$ cat src/rtl/abm_cfg_pkg.sv
// Shared definitions for the ABM channel configuration block: register
// indices, AXI response codes and the channel-count ceiling.
package abm_cfg_pkg;

  localparam int unsigned MAX_CHAN = 8;

  // Register index = AXI address bits [6:2]
  localparam logic [4:0] IDX_PCI_ADDRH  = 5'd0;
  localparam logic [4:0] IDX_PCI_ADDRL  = 5'd1;
  localparam logic [4:0] IDX_START      = 5'd2;
  localparam logic [4:0] IDX_IDLE       = 5'd3;
  localparam logic [4:0] IDX_DONE       = 5'd4;
  localparam logic [4:0] IDX_IRQ_ENABLE = 5'd5;
  localparam logic [4:0] IDX_CHAN_COUNT = 5'd6;
  localparam logic [4:0] IDX_CNT_BASE   = 5'd8;

  typedef enum logic [1:0] {
    RespOkay   = 2'b00,
    RespSlverr = 2'b10,
    RespDecerr = 2'b11
  } axi_resp_e;

  // True when idx addresses one of the num_chan counter registers
  function automatic logic is_cnt_idx(logic [4:0] idx, int unsigned num_chan);
    return (idx >= IDX_CNT_BASE) && (32'(idx) < 32'(IDX_CNT_BASE) + num_chan);
  endfunction

endpackage

$ cat src/rtl/abm_done_tracker.sv
// Per-channel completion tracking: detects idle 0->1 edges, keeps a sticky
// write-1-to-clear done flag per channel and reduces enabled flags to one irq.
module abm_done_tracker #(
  parameter int unsigned NUM_CHAN = 2
) (
  input  logic                clk,
  input  logic                reset,
  input  logic [NUM_CHAN-1:0] idle,
  input  logic                clr_en,
  input  logic [NUM_CHAN-1:0] clr_mask,
  input  logic [NUM_CHAN-1:0] irq_en,
  output logic [NUM_CHAN-1:0] done,
  output logic                irq
);

  logic [NUM_CHAN-1:0] idle_q;
  logic [NUM_CHAN-1:0] done_q, done_d;
  logic                irq_q;

  // Previous idle; resets to ones so channels idle at reset release do not flag done
  always_ff @(posedge clk or posedge reset) begin
    if (reset) begin
      idle_q <= '1;
    end else begin
      idle_q <= idle;
    end
  end

  // Clear first, then OR in new rising edges so a same-cycle set wins
  always_comb begin
    done_d = done_q;
    if (clr_en) begin
      done_d = done_d & ~clr_mask;
    end
    done_d = done_d | (idle & ~idle_q);
  end

  // Sticky done flags and registered interrupt reduction
  always_ff @(posedge clk or posedge reset) begin
    if (reset) begin
      done_q <= '0;
      irq_q  <= 1'b0;
    end else begin
      done_q <= done_d;
      irq_q  <= |(done_q & irq_en);
    end
  end

  assign done = done_q;
  assign irq  = irq_q;

endmodule

$ cat src/rtl/abm_chan_config.sv
// AXI4-Lite register file configuring the ABM manager: PCI source address,
// per-channel start levels, idle status and counter readback.
// Optional build macro ABM_CFG_IRQ_EN adds DONE / IRQ_ENABLE registers and irq.
module abm_chan_config
  import abm_cfg_pkg::*;
#(
  parameter int unsigned NUM_CHAN = 2,
  parameter int unsigned CNT_W    = 32
) (
  input  logic                      clk,
  input  logic                      reset,
  output logic [63:0]               pci_src_addr,
  output logic [NUM_CHAN-1:0]       start,
  output logic                      start_wstrobe,
  input  logic [NUM_CHAN-1:0]       idle,
  input  logic [NUM_CHAN*CNT_W-1:0] abm_counter,
  output logic                      irq,
  input  logic [31:0]               S_AXI_AWADDR,
  input  logic [2:0]                S_AXI_AWPROT,
  input  logic                      S_AXI_AWVALID,
  output logic                      S_AXI_AWREADY,
  input  logic [31:0]               S_AXI_WDATA,
  input  logic [3:0]                S_AXI_WSTRB,
  input  logic                      S_AXI_WVALID,
  output logic                      S_AXI_WREADY,
  output logic [1:0]                S_AXI_BRESP,
  output logic                      S_AXI_BVALID,
  input  logic                      S_AXI_BREADY,
  input  logic [31:0]               S_AXI_ARADDR,
  input  logic [2:0]                S_AXI_ARPROT,
  input  logic                      S_AXI_ARVALID,
  output logic                      S_AXI_ARREADY,
  output logic [31:0]               S_AXI_RDATA,
  output logic [1:0]                S_AXI_RRESP,
  output logic                      S_AXI_RVALID,
  input  logic                      S_AXI_RREADY
);

  if ((NUM_CHAN < 1) || (NUM_CHAN > MAX_CHAN) || (CNT_W < 1) || (CNT_W > 32)) begin : g_bad_param
    $error("abm_chan_config: NUM_CHAN must be 1..8 and CNT_W 1..32");
  end

  // Handshake state
  logic      awready_q, awready_d;
  logic      bvalid_q, bvalid_d;
  axi_resp_e bresp_q, bresp_d;
  logic      arready_q, arready_d;
  logic      rvalid_q, rvalid_d;
  axi_resp_e rresp_q, rresp_d;
  logic [31:0] rdata_q, rdata_d;

  // Register state
  logic [31:0]         pci_hi_q, pci_lo_q;
  logic [NUM_CHAN-1:0] start_q;
  logic                strobe_q;

  // Decode
  logic [4:0]  wr_idx, rd_idx;
  logic        wr_fire, wr_ok, wr_en;
  logic        rd_fire, rd_hit;
  logic [31:0] rd_val;

  logic [NUM_CHAN-1:0] done;
  logic [NUM_CHAN-1:0] irq_en;

  assign wr_idx  = S_AXI_AWADDR[6:2];
  assign rd_idx  = S_AXI_ARADDR[6:2];
  // Ready flags are only raised while both valids are present, so the
  // qualification here just guards against a master dropping valid early.
  assign wr_fire = awready_q & S_AXI_AWVALID & S_AXI_WVALID;
  assign rd_fire = arready_q & S_AXI_ARVALID;
  assign wr_en   = wr_fire & wr_ok;

  // Writable register decode
  always_comb begin
    wr_ok = 1'b0;
    case (wr_idx)
      IDX_PCI_ADDRH, IDX_PCI_ADDRL, IDX_START: wr_ok = 1'b1;
`ifdef ABM_CFG_IRQ_EN
      IDX_DONE, IDX_IRQ_ENABLE:                wr_ok = 1'b1;
`endif
      default:                                 wr_ok = 1'b0;
    endcase
  end

  // Readable register mux, evaluated against current state at acceptance
  always_comb begin
    rd_val = '0;
    rd_hit = 1'b0;
    case (rd_idx)
      IDX_PCI_ADDRH: begin
        rd_hit = 1'b1;
        rd_val = pci_hi_q;
      end
      IDX_PCI_ADDRL: begin
        rd_hit = 1'b1;
        rd_val = pci_lo_q;
      end
      IDX_START: begin
        rd_hit = 1'b1;
        rd_val = 32'(start_q);
      end
      IDX_IDLE: begin
        rd_hit = 1'b1;
        rd_val = 32'(idle);
      end
`ifdef ABM_CFG_IRQ_EN
      IDX_DONE: begin
        rd_hit = 1'b1;
        rd_val = 32'(done);
      end
      IDX_IRQ_ENABLE: begin
        rd_hit = 1'b1;
        rd_val = 32'(irq_en);
      end
`endif
      IDX_CHAN_COUNT: begin
        rd_hit = 1'b1;
        rd_val = 32'(NUM_CHAN);
      end
      default: ;
    endcase
    if (is_cnt_idx(rd_idx, NUM_CHAN)) begin
      rd_hit = 1'b1;
      for (int unsigned i = 0; i < NUM_CHAN; i++) begin
        if (rd_idx == IDX_CNT_BASE + 5'(i)) begin
          rd_val = 32'(abm_counter[i*CNT_W +: CNT_W]);
        end
      end
    end
  end

  // Write channel next state: one-cycle ready pulse, response held until BREADY
  always_comb begin
    awready_d = ~awready_q & S_AXI_AWVALID & S_AXI_WVALID & ~bvalid_q;
    bvalid_d  = bvalid_q;
    bresp_d   = bresp_q;
    if (wr_fire) begin
      bvalid_d = 1'b1;
      bresp_d  = wr_ok ? RespOkay : RespDecerr;
    end else if (bvalid_q && S_AXI_BREADY) begin
      bvalid_d = 1'b0;
    end
  end

  // Read channel next state: one-cycle ready pulse, data held until RREADY
  always_comb begin
    arready_d = ~arready_q & S_AXI_ARVALID & ~rvalid_q;
    rvalid_d  = rvalid_q;
    rresp_d   = rresp_q;
    rdata_d   = rdata_q;
    if (rd_fire) begin
      rvalid_d = 1'b1;
      rresp_d  = rd_hit ? RespOkay : RespDecerr;
      rdata_d  = rd_hit ? rd_val : 32'h0;
    end else if (rvalid_q && S_AXI_RREADY) begin
      rvalid_d = 1'b0;
    end
  end

  // AXI handshake registers
  always_ff @(posedge clk or posedge reset) begin
    if (reset) begin
      awready_q <= 1'b0;
      bvalid_q  <= 1'b0;
      bresp_q   <= RespOkay;
      arready_q <= 1'b0;
      rvalid_q  <= 1'b0;
      rresp_q   <= RespOkay;
      rdata_q   <= '0;
    end else begin
      awready_q <= awready_d;
      bvalid_q  <= bvalid_d;
      bresp_q   <= bresp_d;
      arready_q <= arready_d;
      rvalid_q  <= rvalid_d;
      rresp_q   <= rresp_d;
      rdata_q   <= rdata_d;
    end
  end

  // Configuration registers; start strobe pulses in the cycle start updates
  always_ff @(posedge clk or posedge reset) begin
    if (reset) begin
      pci_hi_q <= '0;
      pci_lo_q <= '0;
      start_q  <= '0;
      strobe_q <= 1'b0;
    end else begin
      strobe_q <= wr_en && (wr_idx == IDX_START);
      if (wr_en && (wr_idx == IDX_PCI_ADDRH)) pci_hi_q <= S_AXI_WDATA;
      if (wr_en && (wr_idx == IDX_PCI_ADDRL)) pci_lo_q <= S_AXI_WDATA;
      if (wr_en && (wr_idx == IDX_START))     start_q  <= S_AXI_WDATA[NUM_CHAN-1:0];
    end
  end

`ifdef ABM_CFG_IRQ_EN
  logic [NUM_CHAN-1:0] irq_en_q;

  // Interrupt enable mask
  always_ff @(posedge clk or posedge reset) begin
    if (reset) begin
      irq_en_q <= '0;
    end else if (wr_en && (wr_idx == IDX_IRQ_ENABLE)) begin
      irq_en_q <= S_AXI_WDATA[NUM_CHAN-1:0];
    end
  end

  assign irq_en = irq_en_q;

  abm_done_tracker #(
    .NUM_CHAN (NUM_CHAN)
  ) u_done_tracker (
    .clk      (clk),
    .reset    (reset),
    .idle     (idle),
    .clr_en   (wr_en && (wr_idx == IDX_DONE)),
    .clr_mask (S_AXI_WDATA[NUM_CHAN-1:0]),
    .irq_en   (irq_en),
    .done     (done),
    .irq      (irq)
  );
`else
  assign done   = '0;
  assign irq_en = '0;
  assign irq    = 1'b0;
`endif

  assign pci_src_addr  = {pci_hi_q, pci_lo_q};
  assign start         = start_q;
  assign start_wstrobe = strobe_q;
  assign S_AXI_AWREADY = awready_q;
  assign S_AXI_WREADY  = awready_q;
  assign S_AXI_BVALID  = bvalid_q;
  assign S_AXI_BRESP   = bresp_q;
  assign S_AXI_ARREADY = arready_q;
  assign S_AXI_RVALID  = rvalid_q;
  assign S_AXI_RRESP   = rresp_q;
  assign S_AXI_RDATA   = rdata_q;

  // Address bits outside [6:2], protection and strobes carry no meaning here
  logic unused_sigs;
  assign unused_sigs = ^{S_AXI_AWADDR[31:7], S_AXI_AWADDR[1:0], S_AXI_ARADDR[31:7],
                         S_AXI_ARADDR[1:0], S_AXI_AWPROT, S_AXI_ARPROT, S_AXI_WSTRB,
                         done, irq_en};

endmodule
$ cat config.mk
export PLATFORM = sky130hd
export DESIGN_NAME = abm_chan_config
export DESIGN_NICKNAME = d
export VERILOG_FILES = /design/src/rtl/abm_cfg_pkg.sv /design/src/rtl/abm_done_tracker.sv /design/src/rtl/abm_chan_config.sv
export SDC_FILE = /design/constraint.sdc
export NUM_CORES = 1
export LEC_CHECK = 0
export ABC_AREA = 1
export CAP_MARGIN = 20
export CORE_MARGIN = 2
export CORE_UTILIZATION = 25
export DETAILED_ROUTE_END_ITERATION = 6
export GPL_TIMING_DRIVEN = 0
export MAX_ROUTING_LAYER = met4
export PLACE_DENSITY = 0.52
export SETUP_SLACK_MARGIN = 0.3
export SYNTH_ARGS = -nofsm -noshare
export SYNTH_HDL_FRONTEND = slang
export SYNTH_SLANG_ARGS = --single-unit
$ cat constraint.sdc
create_clock -name clk -period 8 [get_ports clk]
set_clock_uncertainty 0.15 [all_clocks]
set_input_delay 1.6 -clock clk [delete_from_list [all_inputs] [get_ports clk]]
set_output_delay 1.6 -clock clk [all_outputs]
set_load 0.02 [all_outputs]
==> flow_results.xml <==
<?xml version="1.0" encoding="UTF-8"?>
<metrics>
  <group name="timing">
    <metric name="timing_hold_violations_final" unit="">0</metric>
    <metric name="worst_slew_pin_slew" unit="ns">0.556</metric>
    <metric name="shortest_clock_period_the_worst_path_allows_after_layout" unit="ns">3.26</metric>
    <metric name="maxSlewViolCount" unit="">0</metric>
    <metric name="timing.max_slew.rel_slack" unit="%">62.9</metric>
    <metric name="rsz0062_at_grt" unit="">no</metric>
    <metric name="layout_worst_path_cycle_share" unit="%">40.7</metric>
    <metric name="achievable-frequency" unit="GHz">0.307</metric>
    <metric name="totalNegativeSetupSlack" unit="ns">0</metric>
    <metric name="hold_ws" unit="ns">0.297</metric>
    <metric name="endpoints_failing_setup" unit="">0</metric>
  </group>
  <group name="global_routing">
    <metric name="via_count_of_the_first_global_routing_pass" unit="">5476</metric>
    <metric name="global_route_wire_length_before_repair" unit="um">32300</metric>
    <metric name="total_congestion_overflow_after_global_routing" unit="">0</metric>
    <metric name="groute.layer.met3.usage" unit="%">2.82</metric>
    <metric name="met1_track_utilization_from_global_routing" unit="%">25.2</metric>
    <metric name="grtUsageTotal" unit="%">18.5</metric>
    <metric name="gr-max-usage-layer" unit="">met2</metric>
    <metric name="met2_usage_grt" unit="%">28.0</metric>
    <metric name="grt_antenna_before_repair" unit="">0</metric>
    <metric name="largest_net_degree_at_the_start_of_global_routing" unit="">63</metric>
  </group>
  <group name="setup_path">
    <metric name="data_required_time_at_the_worst_endpoint" unit="ns">8.14</metric>
    <metric name="reg2reg_from" unit="">S_AXI_AWREADY</metric>
    <metric name="worst_setup_path_startpoint" unit="">S_AXI_ARADDR[2]</metric>
    <metric name="end_kind" unit="">register</metric>
    <metric name="timing.critical_path.slowest_stage_cell" unit="">sky130_fd_sc_hd__clkdlybuf4s50_1</metric>
    <metric name="cpPeakStageDelay" unit="ns">0.57</metric>
    <metric name="critical_path.cell_chain" unit="">clkdlybuf4s50_1 &gt; nor2_2 &gt; inv_2 &gt; nor2_2 &gt; buf_2 &gt; nand2_1 &gt; nand3_1 &gt; nand2_1 &gt; nand2_1</metric>
    <metric name="crit_path_start_kind" unit="">primary input</metric>
    <metric name="critical-path-top-cell-by-count" unit="">sky130_fd_sc_hd__nand2_1</metric>
    <metric name="highest_fanout_seen_on_the_critical_path" unit="">10</metric>
    <metric name="worst_ep_arrival_time" unit="ns">3.40</metric>
    <metric name="crit_type" unit="">primary input to register</metric>
  </group>
  <group name="floorplanning">
    <metric name="start_util" unit="%">25.3</metric>
    <metric name="die-area" unit="mm^2">0.0231</metric>
    <metric name="die_height" unit="um">152</metric>
    <metric name="placeable_core_region" unit="mm^2">0.0216</metric>
    <metric name="row_count" unit="">54</metric>
    <metric name="ioPinCount" unit="">288</metric>
    <metric name="dieWidth" unit="um">152</metric>
  </group>
  <group name="finish">
    <metric name="n_antenna_cell" unit="">0</metric>
    <metric name="seq_area" unit="mm^2">0.00263</metric>
    <metric name="postLayoutCoreUtil" unit="%">38.8</metric>
    <metric name="finish.instance_area" unit="mm^2">0.00839</metric>
    <metric name="fillerInstances" unit="">2335</metric>
    <metric name="final_net_count" unit="">1171</metric>
    <metric name="layout_cells_sized_above_1" unit="%">7.32</metric>
    <metric name="area_growth_syn_to_layout" unit="%">53.5</metric>
    <metric name="multi_input_comb_area" unit="mm^2">0.00217</metric>
  </group>
  <group name="pwr">
    <metric name="p_int" unit="uW">937</metric>
    <metric name="switching_power" unit="uW">340</metric>
    <metric name="share_clk_of_total_power" unit="%">38.3</metric>
    <metric name="power_leakage" unit="uW">0.00428</metric>
    <metric name="pwr-share-seq" unit="%">44.4</metric>
    <metric name="total_power" unit="uW">1280</metric>
    <metric name="ir_drop" unit="uV">85.9</metric>
    <metric name="p_comb_share" unit="%">17.3</metric>
    <metric name="power_density" unit="mW/mm^2">152</metric>
    <metric name="swShare" unit="%">26.6</metric>
  </group>
  <group name="synthesis">
    <metric name="synth_warnings" unit="">0</metric>
    <metric name="count_of_state_elements_after_synthesis" unit="">105</metric>
    <metric name="post_synth_cell_types" unit="">25</metric>
    <metric name="yosysMostFrequentCell" unit="">sky130_fd_sc_hd__nand2_1</metric>
    <metric name="syn-instance-count" unit="">758</metric>
    <metric name="yosysSeqAreaShare" unit="%">48.0</metric>
    <metric name="synth_nets" unit="">937</metric>
    <metric name="asyncSetResetFlopFracSynth" unit="%">100</metric>
    <metric name="synth_area_leaders" unit="">sky130_fd_sc_hd__dfrtp_1, sky130_fd_sc_hd__nand2_1, sky130_fd_sc_hd__inv_1</metric>
    <metric name="syn-cell-area" unit="mm^2">0.00547</metric>
    <metric name="synth_edf_count" unit="">0</metric>
    <metric name="avgSynthCellArea" unit="um^2">7.22</metric>
    <metric name="synth_common_cells" unit="">sky130_fd_sc_hd__nand2_1, sky130_fd_sc_hd__dfrtp_1, sky130_fd_sc_hd__inv_1</metric>
    <metric name="postSynth.topFlopCell" unit="">sky130_fd_sc_hd__dfrtp_1</metric>
    <metric name="yosysTopAreaCellShare" unit="%">48.0</metric>
    <metric name="post-synth-top-area-cell" unit="">sky130_fd_sc_hd__dfrtp_1</metric>
  </group>
  <group name="clock_network">
    <metric name="cts-root-to-sink-buffers" unit="">2</metric>
    <metric name="cts_sinks" unit="">105</metric>
    <metric name="cts.clk_slew.worst_paths" unit="ns">0.07</metric>
    <metric name="cts.htree.levels" unit="">3</metric>
    <metric name="clk_latency" unit="ns">0.36</metric>
    <metric name="postCtsSetupRepairBufs" unit="">0</metric>
    <metric name="cts_tree" unit="">built</metric>
    <metric name="postCtsResizedCells" unit="">0</metric>
    <metric name="cts_hold_buffers" unit="">0</metric>
    <metric name="cts-buffers-inserted" unit="">9</metric>
    <metric name="cts_root_buffer" unit="">sky130_fd_sc_hd__clkbuf_16</metric>
  </group>
  <group name="route">
    <metric name="dr_total_vias" unit="">5509</metric>
    <metric name="drt_iter0_drc" unit="">367</metric>
    <metric name="routed_wirelength" unit="um">20700</metric>
    <metric name="via_per_inst" unit="">4.31</metric>
    <metric name="drt-wirelength-per-cell" unit="um">16.2</metric>
    <metric name="drc_violations" unit="">0</metric>
    <metric name="drt_pre_antenna_iters" unit="">4</metric>
    <metric name="drt.antenna.violating_nets" unit="">0</metric>
  </group>
  <group name="placement">
    <metric name="placement.cell_area" unit="mm^2">0.00807</metric>
    <metric name="buffers_added_on_ports" unit="">222</metric>
    <metric name="routabilityCongestion" unit="">0.818</metric>
    <metric name="detailedPlacementHpwl" unit="um">16100</metric>
  </group>
  <group name="job">
    <metric name="maxCapViolCount" unit="">0</metric>
  </group>
  <group name="hold_path">
    <metric name="hold_path_class" unit="">register to register</metric>
    <metric name="hold_path_startpoint" unit="">S_AXI_ARREADY</metric>
  </group>
  <group name="status">
    <metric name="status" unit="">completed</metric>
  </group>
</metrics>
## layer usage
layer	vias to the layer above	part of all wire, %
met3	30	4.4
met1	2513	48
met2	150	45
li1	2816	-
met5	-	0
met4	0	2.8
## power groups by stage
stage	registers, uW	logic, uW	clock network [uW]
final	567	221	489
after global routing	570	240	526
after CTS	568	224	504
after detailed placement	578	223	0
after global placement	578	220	0
after floorplan	599	68.0	0
## critical path, delay by kind of cell
kind | cells | cell delay, ns
buf+inv | 3 | 0.88
simple gates | 6 | 0.91
## state kept, by name (all words and copies together) (netlist names)
| signal | cells |
|---|---|
| pci_hi_q | 32 |
| pci_lo_q | 32 |
| S_AXI_AWREADY | 1 |
| start | 2 |
| S_AXI_RRESP | 1 |
| S_AXI_ARREADY | 1 |
| start_wstrobe | 1 |
| S_AXI_RVALID | 1 |
| S_AXI_BVALID | 1 |
| S_AXI_BRESP | 1 |
| S_AXI_RDATA | 32 |
## metrics by stage
| step | cells | setup slack [ns] |
|---|---|---|
| 6_report | 1277 | 4.74 |
| 5_1_grt | 1277 | 4.57 |
| 4_1_cts | 1277 | 4.71 |
| 3_5_place_dp | 1261 | 4.38 |
| 3_3_place_gp | 1260 | 1.55 |
| 2_1_floorplan | 758 | 3.49 |
## layout by cell type (no fill, tap or decap)
| cell type | instances |
|---|---|
| sky130_fd_sc_hd__a21oi_1 | 1 |
| sky130_fd_sc_hd__buf_16 | 1 |
| sky130_fd_sc_hd__buf_2 | 23 |
| sky130_fd_sc_hd__buf_4 | 4 |
| sky130_fd_sc_hd__buf_6 | 6 |
| sky130_fd_sc_hd__bufinv_16 | 2 |
| sky130_fd_sc_hd__clkbuf_1 | 12 |
| sky130_fd_sc_hd__clkbuf_16 | 9 |
| sky130_fd_sc_hd__clkdlybuf4s50_1 | 222 |
| sky130_fd_sc_hd__clkinv_2 | 1 |
| sky130_fd_sc_hd__clkinv_4 | 1 |
| sky130_fd_sc_hd__clkinvlp_4 | 1 |
| sky130_fd_sc_hd__conb_1 | 1 |
| sky130_fd_sc_hd__dfrtp_1 | 105 |
| sky130_fd_sc_hd__inv_1 | 104 |
| sky130_fd_sc_hd__inv_2 | 7 |
| sky130_fd_sc_hd__inv_6 | 2 |
| sky130_fd_sc_hd__nand2_1 | 297 |
| sky130_fd_sc_hd__nand2_2 | 3 |
| sky130_fd_sc_hd__nand2_4 | 2 |
| sky130_fd_sc_hd__nand3_1 | 33 |
| sky130_fd_sc_hd__nand3_2 | 2 |
| sky130_fd_sc_hd__nand3b_2 | 1 |
| sky130_fd_sc_hd__nand4_1 | 36 |
| sky130_fd_sc_hd__nor2_1 | 39 |
| sky130_fd_sc_hd__nor2_2 | 6 |
| sky130_fd_sc_hd__nor2_4 | 1 |
| sky130_fd_sc_hd__nor3_1 | 2 |
| sky130_fd_sc_hd__nor3_2 | 1 |
| sky130_fd_sc_hd__nor3b_1 | 1 |
| sky130_fd_sc_hd__o21a_1 | 1 |
| sky130_fd_sc_hd__o21ai_0 | 6 |
| sky130_fd_sc_hd__o21ai_1 | 64 |
## final cells by class
class,instances,area share [%]
Clock buffer,10,2.73
Tap cell,280,4.17
Clock inverter,6,1.07
Buffer,44,3.03
Multi-Input combinational cell,497,25.8
Timing Repair Buffer,223,26.8
Inverter,112,5.07
Sequential cell,105,31.3
## final timing paths
kind | cells past startpoint | slack [ns] | end
worst max-delay path | 9 | 4.74 | S_AXI_RDATA[6]
worst min-delay path | 1 | 0.30 | S_AXI_ARREADY
worst max register to register | 7 | 6.18 | pci_lo_q[22]
worst min register to register | 1 | 0.30 | S_AXI_ARREADY
max in group asynchronous | 3 | 5.54 | S_AXI_RDATA[22]
min in group asynchronous | 2 | 1.48 | pci_hi_q[11]
## cell families (layout without fill, tap and decap cells)
group | count (synthesis) | in the layout | synth area share, %
and+or+nand+nor | 424 | 424 | 32.9
buffers and inverters | 156 | 395 | 12.3
AOI/OAI and AO/OA | 72 | 72 | 6.63
DFF | 105 | 105 | 48.0
other | 1 | 1 | 0.0686
No activity file was read; power rests on OpenSTA's default activity.
